[src/rtl/mem_stage.sv]
// mem_stage: data-memory access stage with req/ack handshake, ack timeout and optional MEM_MISALIGN_TRAP_EN trap
module mem_stage #(
  parameter int ACK_TIMEOUT = 16
) (
  input  logic        clk,
  input  logic        rst,
  input  logic        in_valid,
  input  logic [0:8]  in_ctrl,
  input  logic [0:31] in_alu_out,
  input  logic [0:31] in_store_data,
  input  logic [0:2]  in_dmem_info,
  input  logic [0:4]  in_write_reg,
  output logic        stall,
  output logic        dmem_req,
  output logic        dmem_we,
  output logic [0:31] dmem_addr,
  output logic [0:31] dmem_wdata,
  output logic [0:3]  dmem_be,
  input  logic [0:31] dmem_rdata,
  input  logic        dmem_ack,
  output logic        wb_valid,
  output logic [0:8]  ctrl,
  output logic [0:31] mem_out,
  output logic [0:31] alu_out,
  output logic [0:2]  dmem_info,
  output logic [0:4]  write_reg,
  output logic        bus_err,
  output logic        misalign_err
);
  localparam logic [0:0] IDLE = 1'b0;
  localparam logic [0:0] ACCESS = 1'b1;
  localparam int CW = $clog2(ACK_TIMEOUT + 1);
  logic [0:0]    state_q, state_d;
  logic [CW-1:0] cnt_q, cnt_d;
  logic [0:8]    lctrl_q, lctrl_d, ctrl_q, ctrl_d;
  logic [0:31]   lalu_q, lalu_d, alu_out_q, alu_out_d, mem_out_q, mem_out_d;
  logic [0:2]    linfo_q, linfo_d, dmem_info_q, dmem_info_d;
  logic [0:4]    lreg_q, lreg_d, write_reg_q, write_reg_d;
  logic [0:31]   addr_q, addr_d, wdata_q, wdata_d;
  logic [0:3]    be_q, be_d;
  logic          we_q, we_d, wb_valid_q, wb_valid_d, bus_err_q, bus_err_d, mis_q, mis_d;
  logic          mem_op, is_word, is_half, rword, rhalf, trap;
  logic [1:0]    off, lo;
  logic [0:31]   addr_al, wdata_n, load_val;
  logic [0:3]    be_n;
  always_comb begin
    mem_op   = in_ctrl[2] | in_ctrl[3];
    is_word  = in_dmem_info[1];
    is_half  = !in_dmem_info[1] && in_dmem_info[2];
    off      = in_alu_out[30:31];
    addr_al  = is_word ? {in_alu_out[0:29], 2'b00} : is_half ? {in_alu_out[0:30], 1'b0} : in_alu_out;
    be_n     = is_word ? 4'b1111 : is_half ? (off[1] ? 4'b0011 : 4'b1100) : 4'b1000 >> off;
    wdata_n  = is_word ? in_store_data : is_half ? {2{in_store_data[16:31]}} : {4{in_store_data[24:31]}};
    lo       = addr_q[30:31];
    rword    = linfo_q[1];
    rhalf    = !linfo_q[1] && linfo_q[2];
    load_val = rword ? dmem_rdata : rhalf ? {16'b0, dmem_rdata[16*lo[1] +: 16]} : {24'b0, dmem_rdata[8*lo +: 8]};
`ifdef MEM_MISALIGN_TRAP_EN
    trap = (is_word && off != 2'b00) || (is_half && off[0]);
`else
    trap = 1'b0;
`endif
  end
  always_comb begin
    state_d     = state_q;
    cnt_d       = cnt_q;
    lctrl_d     = lctrl_q;
    lalu_d      = lalu_q;
    linfo_d     = linfo_q;
    lreg_d      = lreg_q;
    addr_d      = addr_q;
    we_d        = we_q;
    be_d        = be_q;
    wdata_d     = wdata_q;
    ctrl_d      = ctrl_q;
    alu_out_d   = alu_out_q;
    mem_out_d   = mem_out_q;
    dmem_info_d = dmem_info_q;
    write_reg_d = write_reg_q;
    wb_valid_d  = 1'b0;
    bus_err_d   = 1'b0;
    mis_d       = 1'b0;
    if (state_q == IDLE) begin
      if (in_valid && !mem_op) begin
        wb_valid_d  = 1'b1;
        ctrl_d      = in_ctrl;
        alu_out_d   = in_alu_out;
        mem_out_d   = '0;
        dmem_info_d = in_dmem_info;
        write_reg_d = in_write_reg;
      end else if (in_valid && trap) begin
        mis_d = 1'b1;
      end else if (in_valid) begin
        state_d = ACCESS;
        cnt_d   = '0;
        lctrl_d = in_ctrl;
        lalu_d  = in_alu_out;
        linfo_d = in_dmem_info;
        lreg_d  = in_write_reg;
        addr_d  = addr_al;
        we_d    = in_ctrl[3];
        be_d    = be_n;
        wdata_d = wdata_n;
      end
    end else if (dmem_ack) begin
      state_d     = IDLE;
      wb_valid_d  = 1'b1;
      ctrl_d      = lctrl_q;
      alu_out_d   = lalu_q;
      mem_out_d   = lctrl_q[2] ? load_val : '0;
      dmem_info_d = linfo_q;
      write_reg_d = lreg_q;
    end else if (cnt_q == CW'(ACK_TIMEOUT - 1)) begin
      state_d   = IDLE;
      bus_err_d = 1'b1;
    end else begin
      cnt_d = cnt_q + 1'b1;
    end
  end
  always_ff @(posedge clk) begin
    if (rst) begin
      state_q     <= IDLE;
      cnt_q       <= '0;
      lctrl_q     <= '0;
      lalu_q      <= '0;
      linfo_q     <= '0;
      lreg_q      <= '0;
      addr_q      <= '0;
      we_q        <= 1'b0;
      be_q        <= '0;
      wdata_q     <= '0;
      ctrl_q      <= '0;
      alu_out_q   <= '0;
      mem_out_q   <= '0;
      dmem_info_q <= '0;
      write_reg_q <= '0;
      wb_valid_q  <= 1'b0;
      bus_err_q   <= 1'b0;
      mis_q       <= 1'b0;
    end else begin
      state_q     <= state_d;
      cnt_q       <= cnt_d;
      lctrl_q     <= lctrl_d;
      lalu_q      <= lalu_d;
      linfo_q     <= linfo_d;
      lreg_q      <= lreg_d;
      addr_q      <= addr_d;
      we_q        <= we_d;
      be_q        <= be_d;
      wdata_q     <= wdata_d;
      ctrl_q      <= ctrl_d;
      alu_out_q   <= alu_out_d;
      mem_out_q   <= mem_out_d;
      dmem_info_q <= dmem_info_d;
      write_reg_q <= write_reg_d;
      wb_valid_q  <= wb_valid_d;
      bus_err_q   <= bus_err_d;
      mis_q       <= mis_d;
    end
  end
  assign stall        = state_q == ACCESS;
  assign dmem_req     = state_q == ACCESS;
  assign dmem_we      = we_q;
  assign dmem_addr    = addr_q;
  assign dmem_wdata   = wdata_q;
  assign dmem_be      = be_q;
  assign wb_valid     = wb_valid_q;
  assign ctrl         = ctrl_q;
  assign mem_out      = mem_out_q;
  assign alu_out      = alu_out_q;
  assign dmem_info    = dmem_info_q;
  assign write_reg    = write_reg_q;
  assign bus_err      = bus_err_q;
  assign misalign_err = mis_q;
endmodule

[config.mk]
export PLATFORM = sky130hd
export DESIGN_NAME = mem_stage
export DESIGN_NICKNAME = d
export VERILOG_FILES = /design/src/rtl/mem_stage.sv
export SDC_FILE = /design/constraint.sdc
export NUM_CORES = 1
export LEC_CHECK = 0
export BUFFER_PORTS_ARGS = -buffer_cell sky130_fd_sc_hd__buf_4
export CORE_MARGIN = 1.5
export CORE_UTILIZATION = 45
export DETAILED_ROUTE_END_ITERATION = 16
export MAX_ROUTING_LAYER = met4
export PLACE_DENSITY = 0.77
export SLEW_MARGIN = 25
export SYNTH_ARGS = -nofsm -noshare
export SYNTH_HDL_FRONTEND = slang
export SYNTH_SLANG_ARGS = --single-unit
export TNS_END_PERCENT = 20
[constraint.sdc]
create_clock -name clk -period 2.4 [get_ports clk]
set_clock_uncertainty 0.1 [all_clocks]
set_input_delay 0 -clock clk [delete_from_list [all_inputs] [get_ports clk]]
set_output_delay 0 -clock clk [all_outputs]
set_load 0.02 [all_outputs]
==> flow_metrics.env <==
export IMPL_slew_violations=0
export IMPL_antenna_found_initial=4
export IMPL_syn_inst=848
export IMPL_via_count=7228
export IMPL_place_congestion=0.907
export IMPL_dr_pass1_iters=6
export IMPL_io_buffer_count=270
export IMPL_cts_tree="done"
export IMPL_grt_use_total=0.258
export IMPL_grt_max_degree=129
export IMPL_root_buffer="clkbuf_16"
export IMPL_synth_top_cell_area_share=0.472
export IMPL_path_max_fanout=11
export IMPL_cts_clk_slew_worst_paths_ns=0.07
export IMPL_synth_main_ff_cell="dfxtp_1"
export IMPL_cp_start_kind="flop"
export IMPL_final_cell_area_um2=11100
export IMPL_finalSetupTns_ns=0
export IMPL_design_die_area_um2=17400
export IMPL_ys_warn_count=0
export IMPL_grt_first_pass_wirelength_um=35400
export IMPL_initial_core_util=0.465
export IMPL_die_h_um=132
export IMPL_hold_worst_slack_ns=0.253
export IMPL_synthArstFlopShare=0
export IMPL_grt_pass1_vias=6873
export IMPL_synth_seq_cells=176
export IMPL_power_leakage_nw=4.81
export IMPL_ys_seq_area_frac=0.472
export IMPL_final_nets=1284
export IMPL_dp_hpwl_um=13700
export IMPL_synthToLayoutAreaGrowth_pct=49.0
export IMPL_outcome="finished, final reports clean"
export IMPL_synth_area_leader_cell="dfxtp_1"
export IMPL_grt_ovfl_total=0
export IMPL_synth_cell_area_um2=7460
export IMPL_setup_viol=0
export IMPL_fp_row_count=46
export IMPL_crit_type="flop to flop"
export IMPL_power_density_nw_per_um2=660
export IMPL_synth_edf_count=0
export IMPL_worst_slew_pin_slew_ns=0.811
export IMPL_rsz0062_at_grt="false"
export IMPL_hold_viol=0
export IMPL_layout_drive_gt1_share=0.280
export IMPL_ir_worst_vdd_uv=505
export IMPL_wl_um=22400
export IMPL_period_share=0.921
export IMPL_clock_sinks=176
export IMPL_max_freq_mhz=453
export IMPL_cts_max_path_buffers=2
export IMPL_antenna_left=0
export IMPL_cp_arrival_ns=2.47
export IMPL_synth_cell_types=39
export IMPL_syn_avg_cell_area_um2=8.80
export IMPL_routedWlPerCell_um=16.0
export IMPL_insertion_delay_ns=0.42
export IMPL_viasPerCell=5.17
export IMPL_endpoint_kind="flop"
export IMPL_fin_crit_ns=2.21
export IMPL_synth_nets=967
export IMPL_max_cap_violations=0
export IMPL_placed_cell_area_um2=9330
export IMPL_cp_required_ns=2.66
export IMPL_hold_class="input port to flop"
export IMPL_drt_initial_drc_count=538
export IMPL_die_x_um=132
export IMPL_finalNonFillerCells=1398
export IMPL_dpl_cell_count=1244
export IMPL_cts_setup_buffers=0
export IMPL_htreeDepth=4
export IMPL_cts_buffers=17
export IMPL_slew_headroom=0.459
export IMPL_yosys_top_cells_area="dfxtp_1 47%, nand2_1 7.6%, mux2i_1 7.5%"
export IMPL_drc=0
export IMPL_core_area_um2=16100
export IMPL_pin_count=272
==> Yosys cell counts, types with 3 or more instances <==
cell type    n
a211o_1     16
a211oi_1    65
a21o_1      10
a21oi_1     95
a222oi_1     8
a22o_1       8
buf_1        3
buf_2       29
buf_4       38
clkbuf_1    29
dfxtp_1    176
inv_1       26
mux2i_1     56
mux4_2       8
nand2_1    151
nand3_1     16
nor2_1      72
nor2b_1      9
nor3_1       7
==> worst max-delay path, stage by stage, from the launching register on <==
cell           delay, ns
dfxtp_4             0.40
nor2b_2             0.30
nand2_1             0.11
dlygate4sd3_1       0.57
a21oi_1             0.11
dlygate4sd3_1       0.56
==> power by group <==
| group | total [mW] | switching, mW | internal [mW] |
|---|---|---|---|
| clock network | 2.75 | 1.21 | 1.54 |
| registers | 3.19 | 0.104 | 3.09 |
| logic | 1.39 | 0.732 | 0.660 |
==> cell usage in the layout, fill, tap and decap left out, types with 9 or more instances in the layout <==
master,instances
buf_4,277
mux2i_1,56
a211o_1,16
dlygate4sd3_1,118
a21o_1,9
inv_1,26
a211oi_1,65
nand2_1,150
nand3_1,16
dfxtp_1,175
a21oi_1,95
nor2_1,72
clkbuf_16,18
==> worst paths after layout <==
| kind | slack, ns | start | end | cells past startpoint |
|---|---|---|---|---|
| max | 0.19 | dmem_req$_SDFF_PP0_ | lctrl_q[3]$_SDFFE_PP0P_ | 5 |
| min reg2reg | 0.35 | linfo_q[0]$_SDFFE_PP0P_ | linfo_q[0]$_SDFFE_PP0P_ | 2 |
| min | 0.25 | dmem_rdata[17] | mem_out[17]$_SDFFE_PP0P_ | 4 |
| max reg2reg | 0.19 | dmem_req$_SDFF_PP0_ | lctrl_q[3]$_SDFFE_PP0P_ | 5 |
==> cells by family (layout without fill, tap and decap cells) <==
logic type / after synthesis / count (layout) / synth area share
AND/OR/NAND/NOR: 269 / 269 / 0.149
flip-flops: 176 / 176 / 0.472
adder cells (fa/ha/maj): 2 / 2 / 0.00335
AO/OA/AOI/OAI: 207 / 207 / 0.184
other: 1 / 5 / 0.000503
multiplexers: 64 / 64 / 0.0993
buffers and inverters: 127 / 457 / 0.0889
XOR/XNOR: 2 / 2 / 0.00235
==> stage by stage <==
| step | setup WS (ns) | power, mW | utilization |
|---|---|---|---|
| 2_1_floorplan | 0.507 | 3.99 | - |
| 3_3_place_gp | 0.392 | 4.45 | 0.581 |
| 3_5_place_dp | 0.282 | 4.47 | 0.581 |
| 4_1_cts | 0.117 | 7.36 | 0.691 |
| 5_1_grt | 0.0922 | 7.65 | 0.692 |
| 6_report | 0.190 | 7.33 | 0.692 |
==> timing repair <==
action	CTS	global route
gates resized for setup	0	1
endpoints found under the setup margin	0	1
endpoints found under the hold margin	171	0
hold buffers	118	0
==> layout make-up <==
| type | instances | area [µm²] |
|---|---|---|
| diodes | 4 | 10.0 |
| clock inverters | 13 | 124 |
| inverters | 27 | 101 |
| multi-input cells | 545 | 3300 |
| repair buffers | 398 | 3320 |
| clock buffers | 19 | 464 |
| well taps | 216 | 270 |
| flip-flops and latches | 176 | 3530 |
| fillers | 1225 | 4940 |
==> routing by layer <==
metal / vias to the layer above / wire [µm] / global-route usage
met3: 60 / 1200 / 0.0504
met1: 3359 / 9280 / 0.305
met4: 0 / 876 / 0.138
li1: 3548 / - / -
met5: - / 0 / -
met2: 261 / 11000 / 0.418
Note: power is estimated with default switching activity, not from simulation.
